<file path="src/rtl/conv_par_seq.sv">
// conv_par_seq: control sequencer for the parallel convolution datapath.
// Waits for both sample memories to fill, locks them, steps the window
// offset across every valid output position, registers each MAC result
// and hands it downstream over a valid/ready handshake. A one-cycle
// conv_done pulse releases the memories for the next frame.
module conv_par_seq #(
  parameter int X_SIZE    = 8,
  parameter int F_SIZE    = 4,
  parameter int ACC_SIZE  = 18,
  parameter int OFS_WIDTH = $clog2(X_SIZE)
) (
  input  logic                       clk,
  input  logic                       reset,
  input  logic                       xmem_full,
  input  logic                       fmem_full,
  input  logic signed [ACC_SIZE-1:0] mac_result,
  output logic [OFS_WIDTH-1:0]       win_offset,
  output logic                       mem_lock,
  output logic                       conv_done,
  output logic                       m_valid_y,
  input  logic                       m_ready_y,
  output logic signed [ACC_SIZE-1:0] m_data_out_y,
  output logic                       busy
);

  // Number of window positions that fit entirely inside X memory.
  localparam int N_OUT = X_SIZE - F_SIZE + 1;
  localparam logic [OFS_WIDTH-1:0] LAST_OFS = OFS_WIDTH'(N_OUT - 1);
  localparam logic [OFS_WIDTH-1:0] OFS_ONE  = OFS_WIDTH'(1);

  typedef enum logic [2:0] {
    IDLE = 3'd0,
    ARM  = 3'd1,
    LOAD = 3'd2,
    SEND = 3'd3,
    DONE = 3'd4
  } state_t;

  state_t state;
  state_t state_next;
  logic   handshake;
  logic   last_window;

  // Valid is decoded from SEND, so a transfer is simply SEND with ready high.
  assign handshake   = (state == SEND) && m_ready_y;
  assign last_window = (win_offset == LAST_OFS);

  // State register; reset aborts any frame in progress.
  always_ff @(posedge clk) begin
    if (reset) begin
      state <= IDLE;
    end else begin
      state <= state_next;
    end
  end

  // Next-state decode and Moore outputs taken from the registered state only.
  always_comb begin
    state_next = state;
    mem_lock   = 1'b0;
    conv_done  = 1'b0;
    m_valid_y  = 1'b0;
    busy       = 1'b1;
    case (state)
      IDLE: begin
        busy = 1'b0;
        if (xmem_full && fmem_full) begin
          state_next = ARM;
        end
      end
      ARM: begin
        mem_lock   = 1'b1;
        state_next = LOAD;
      end
      LOAD: begin
        mem_lock   = 1'b1;
        state_next = SEND;
      end
      SEND: begin
        mem_lock  = 1'b1;
        m_valid_y = 1'b1;
        if (handshake) begin
          state_next = last_window ? DONE : LOAD;
        end
      end
      DONE: begin
        mem_lock   = 1'b1;
        conv_done  = 1'b1;
        state_next = IDLE;
      end
      default: begin
        busy       = 1'b0;
        state_next = IDLE;
      end
    endcase
  end

  // Window offset: cleared when a frame arms or finishes, advanced on each
  // accepted output except the last so it never wraps past the final window.
  always_ff @(posedge clk) begin
    if (reset) begin
      win_offset <= '0;
    end else begin
      case (state)
        ARM, DONE: win_offset <= '0;
        SEND: begin
          if (handshake && !last_window) begin
            win_offset <= win_offset + OFS_ONE;
          end
        end
        default: win_offset <= win_offset;
      endcase
    end
  end

  // Output register: the MAC result has settled for the current offset by
  // the end of LOAD, and is then held unchanged through any backpressure.
  always_ff @(posedge clk) begin
    if (reset) begin
      m_data_out_y <= '0;
    end else if (state == LOAD) begin
      m_data_out_y <= mac_result;
    end
  end

endmodule

</file>
<file path="config.mk">
export PLATFORM = sky130hd
export DESIGN_NAME = conv_par_seq
export DESIGN_NICKNAME = d
export VERILOG_FILES = /design/src/rtl/conv_par_seq.sv
export SDC_FILE = /design/constraint.sdc
export NUM_CORES = 1
export LEC_CHECK = 0
export ABC_AREA = 1
export CELL_PAD_IN_SITES_DETAIL_PLACEMENT = 0
export CELL_PAD_IN_SITES_GLOBAL_PLACEMENT = 2
export CORE_MARGIN = 2
export CORE_UTILIZATION = 22
export DETAILED_ROUTE_END_ITERATION = 7
export GPL_TIMING_DRIVEN = 0
export HOLD_SLACK_MARGIN = 0.03
export PLACE_DENSITY_LB_ADDON = 0.1
export SKIP_CTS_REPAIR_TIMING = 1
export SYNTH_ARGS = -nofsm -noshare
export SYNTH_HDL_FRONTEND = slang
export SYNTH_SLANG_ARGS = --single-unit
export TNS_END_PERCENT = 50
</file>
<file path="constraint.sdc">
create_clock -name clk -period 2.71 [get_ports clk]
set_input_delay 0.542 -clock clk [delete_from_list [all_inputs] [get_ports clk]]
set_output_delay 0.542 -clock clk [all_outputs]
set_load 0.02 [all_outputs]
</file>
Word level (Yosys, flattened, before mapping)
Index checks and enable logic that the tools add are counted.

Reduce and logical (&&, ||, !) cells: 10. Multiplexer cells: 9. Eq/ne operators: 8. Add/subtract/negate cells: 1.

Operator list (number): $mux W3 (4); $pmux W3 S4 (1); $eq A3 B2 Y1 const B (2); $eq A3 B3 Y1 const B (2); $pmux W3 S2 (1); $ne A2 B2 Y1 const B (2); $reduce_and A2 Y1 (2); $reduce_or A4 Y1 (1); $add A3 B1 Y3 const B (1); $eq A3 B1 Y1 const B (1); $logic_and A1 B1 Y1 (3); $logic_not A3 Y1 (1); $mux W1 (3); $ne A2 B1 Y1 const B (1); $reduce_bool A2 Y1 (1); $reduce_or A2 Y1 (1); $logic_not A1 Y1 (1).

Output and inout bits: 25. Register bits: 24. Logic and storage cells: 31. Input port bits: 23.

Logic depth before layout (Yosys ltp)
Gate-level depths: netlist of run 1.

Depth in word-level cells: 5. Mapped depth: 7. Gate-level depth less buffers: 7.

Worst setup path after synthesis of run 1
No wires, ideal clock.

Path type: register -> output. From: register state[1]. To: output mem_lock. Data required time: 2.168 ns. Arrival: 1.233 ns. Buffers on the path: 1. Cell stages (with the launch flop): 4. Slack: 0.935 ns. Cells stage by stage: dfxtp_1 > inv_1 > o21ai_0 > buf_4.

Word-level cells in the longest chain between the ends: 3. Elaborated cells between the ends (all ways): 6. Classes of those cells: eq/ne: 4; mux: 1; reduce/logical: 1.

RTL lines: start, declared (line 39) `state_t state;`; start signal, assigned (line 53) `state <= state_next;`; $eq A3 B2 Y1 (tied with other cells); $reduce_or A4 Y1 (no line) (*); $mux W1 (*); end, declared (line 18) `output logic mem_lock,`.

Mark *: on every way between the ends. The rest lies on a longest branch, timed or not.

Worst setup path in the final report of run 1
From: register state[2]. To: output mem_lock.

Word-level cells in the longest chain between the ends: 3. Elaborated cells between the ends (all ways): 6. Classes of those cells: eq/ne: 4; mux: 1; reduce/logical: 1.

RTL lines: $eq A3 B2 Y1 (tied with other cells) (line 64) `case (state)`; $reduce_or A4 Y1 (no line) (*); $mux W1 (*) (line 64).

Marked as above.

==> flow_summary.yaml, run 1 <==
status:
  status: "finished, final reports clean"
critical_path:
  critPathMostFrequentCell: "inv_1"
  cp.arrival_ps: 1860
  required_ps: 2170
  crit_end: "mem_lock"
  start_kind: "register"
  startpoint: "state[2]"
  crit_chain: "inv_1 > nand3_1 > nand2_1 > inv_1 > o21ai_0 > buf_4 > clkdlybuf4s50_1"
  r2r_cells: 7
  r2r_setup_slack_ps: 1450
  critical_path.endpoint_type: "output pin"
  max_stage_delay_ps: 520
  r2r-start: "win_offset[0]"
  cp_num_cells: 7
  critical_path_class: "reg -> out"
  path_delay_family: "buffers and inverters"
  path_max_fanout: 6
  slowest_stage: "clkdlybuf4s50_1"
  reg2reg_to: "win_offset[2]"
  worstPathBufferInverterCount: 4
pwr:
  power.total_mw: 1.157
  p_leak_nw: 0.6266
  power.density_nw_per_um2: 732.6
  peakVddDrop_v: 0.0004477
floorplan:
  dieArea_um2: 5045
  fp-row-count: 24
  core_um2: 4354
  die_h_um: 71.03
  pin_count: 48
  start_util_pct: 22.70
  die_w_um: 71.03
synthesis:
  seq_area_frac_synth_pct: 48.61
  ys_types: 20
  yosys_most_used_dff: "dfxtp_1"
  synth_top_area_cell: "dfxtp_1"
  syn_area_um2: 988.4
  ys_ff_latch: 24
  yosysMostFrequentCell: "nor2_1"
  postSynthAreaPerCell_um2: 7.662
  synthCells: 129
  synth_common_cells: "nor2_1 (38), dfxtp_1 (24), nand2_1 (12)"
  synth_edf_count: 0
  syn_nets: 154
  async_reset_ff_share_pct: 0
  netlist.area_leader.share_pct: 48.61
  ys.warnings.count: 0
  synth_top_cells_by_area: "dfxtp_1 (49%), nor2_1 (14%), o21ai_1 (5.1%), o21ai_0 (4.6%), nand2_1 (4.6%)"
timing:
  finalSetupViolations: 0
  finalCritPeriodShare_pct: 88.56
  worst_slew_pin_slew_ps: 403.6
  max-slew-margin-rel_pct: 73.09
  skew_ps: 2.538
  fmax_ghz: 0.4167
  fin_crit_ps: 2400
  finalSetupTns_ps: 0
  finalMaxSlewViolations: 0
  rsz0062_at_grt: "false"
  hold_violations: 0
clock_tree:
  clk_pin_slew_ps: 90
  cts.root.buffer_cell: "clkbuf_8"
  clock_latency_ps: 260
  clock_sinks: 24
  cts_made_buffers: 3
  clk_path_buf_depth: 2
  cts_tree: "done"
  ctsHtreeMaxLevel: 1
drt:
  num_vias: 972
  drt_first_pass_iters: 4
  drt.antenna.violating_nets: 0
  drc: 0
  drt-initial-drc-count: 30
  wire_per_inst_um: 10.81
  via_per_inst: 4.190
  wl_um: 2508
placement:
  io_buffers: 47
  gp_congestion: 0.7189
  dpl.hpwl_um: 1894
global_route:
  grt_max_degree: 14
  antenna_found_initial: 0
  grt_pass1_wl_um: 4271
  grt_util_all_layers_pct: 10.70
  grt_remaining_overflow: 0
  grt_pass1_vias: 963
hold_path:
  hold_class: "reg -> reg"
  holdPathStages: 2
finish:
  nNetsFinal: 206
  num_antenna_cells: 0
  drive_gt1_share_pct: 7.222
  area_growth_pct: 59.75
run:
  cap_violations: 0
[metrics by stage]
step | worst slack [ps] | area, um^2 | std cells | hold WS, ps | utilization, %
floorplan | 935.4 | 988.4 | 129 | 542.2 | -
global placement | 585.0 | 1524 | 228 | 463.1 | 35.00
detailed placement | 578.7 | 1524 | 228 | 474.2 | 35.00
CTS | 272.0 | 1579 | 232 | 493.7 | 36.26
global route | 143.7 | 1579 | 232 | 504.5 | 36.26
finish | 309.9 | 1579 | 232 | 485.3 | 36.26
[worst reg2reg max path: cells and delay by family (launching register included)]
family	cells	cell delay, ps
AND/OR/NAND/NOR	4	440
flip-flops	1	390
adder cells (fa/ha/maj)	1	200
AO/OA/AOI/OAI	1	100
buffers and inverters	1	80
[power by group]
group,internal [mW],switching [mW],leakage (nW)
combinational,0.223,0.237,0.402
sequential,0.417,0.0364,0.196
clock,0.130,0.114,0.0288
[sequential cells by signal (all words and copies together), names as in the netlist]
signal / count
state: 3
win_offset: 3
m_data_out_y: 18
[layer usage]
metal | wire, um | global-route usage, % | up-vias
li1 | - | - | 513
met1 | 1104 | 13.49 | 427
met2 | 1190 | 17.24 | 30
met3 | 196 | 4.274 | 2
met4 | 17 | 2.516 | 0
met5 | 0 | 0 | -
[how the worst min path moves through the flow]
stage                       endpoint             start
detailed placement  m_data_out_y[12]  m_data_out_y[12]
CTS                  m_data_out_y[0]   m_data_out_y[0]
global route         m_data_out_y[0]   m_data_out_y[0]
global placement    m_data_out_y[12]  m_data_out_y[12]
finish              m_data_out_y[12]  m_data_out_y[12]
floorplan              win_offset[0]     win_offset[0]
[area by class of cell]
cell class                      instances  area, um^2
Clock buffer                            4       55.05
Timing Repair Buffer                   47       470.5
Fill cell                             458        2775
Buffer                                  5       41.29
Sequential cell                        24       480.5
Multi-Input combinational cell         90       429.2
Inverter                               10       37.54
Tap cell                               52       65.06
[cells by family (layout without fill, tap and decap cells)]
family	count (synthesis)	in the layout	share of synthesized area, %
AOI/OAI and AO/OA	25	25	12.66
xor gates and xnor gates	1	1	0.8862
adders and majority gates	2	2	2.531
buffers and inverters	15	66	7.973
DFF	24	24	48.61
and+or+nand+nor	62	62	27.34
[layout by cell type (no fill, tap or decap)]
master	netlist	final
nor3_1	1	1
inv_1	9	9
nand3_1	6	6
nand4_1	1	1
a21oi_1	6	6
nor2_4	1	1
buf_6	2	2
nor2_1	38	38
nand2_1	12	12
nand2_2	1	1
xor2_1	1	1
ha_1	2	2
clkbuf_8	0	4
clkdlybuf4s50_1	0	47
o21ai_0	9	9
o21ai_1	10	10
buf_4	2	2
nand3_4	1	1
dfxtp_1	24	24
clkbuf_1	1	1
inv_2	1	1
nor2_2	1	1
Note: power is estimated with default switching activity, not from simulation.
==> run 2: changes to the inputs <==
Settings changed: TNS_END_PERCENT 50 to 100.
==> results of run 2 <==
The final DEF is identical to that of run 1; final timing and power are the same.
==> run 3: changes to the inputs <==
Settings changed: SKIP_CTS_REPAIR_TIMING 1 to unset.
==> results of run 3 <==
The final DEF is identical to that of run 1; final timing and power are the same.
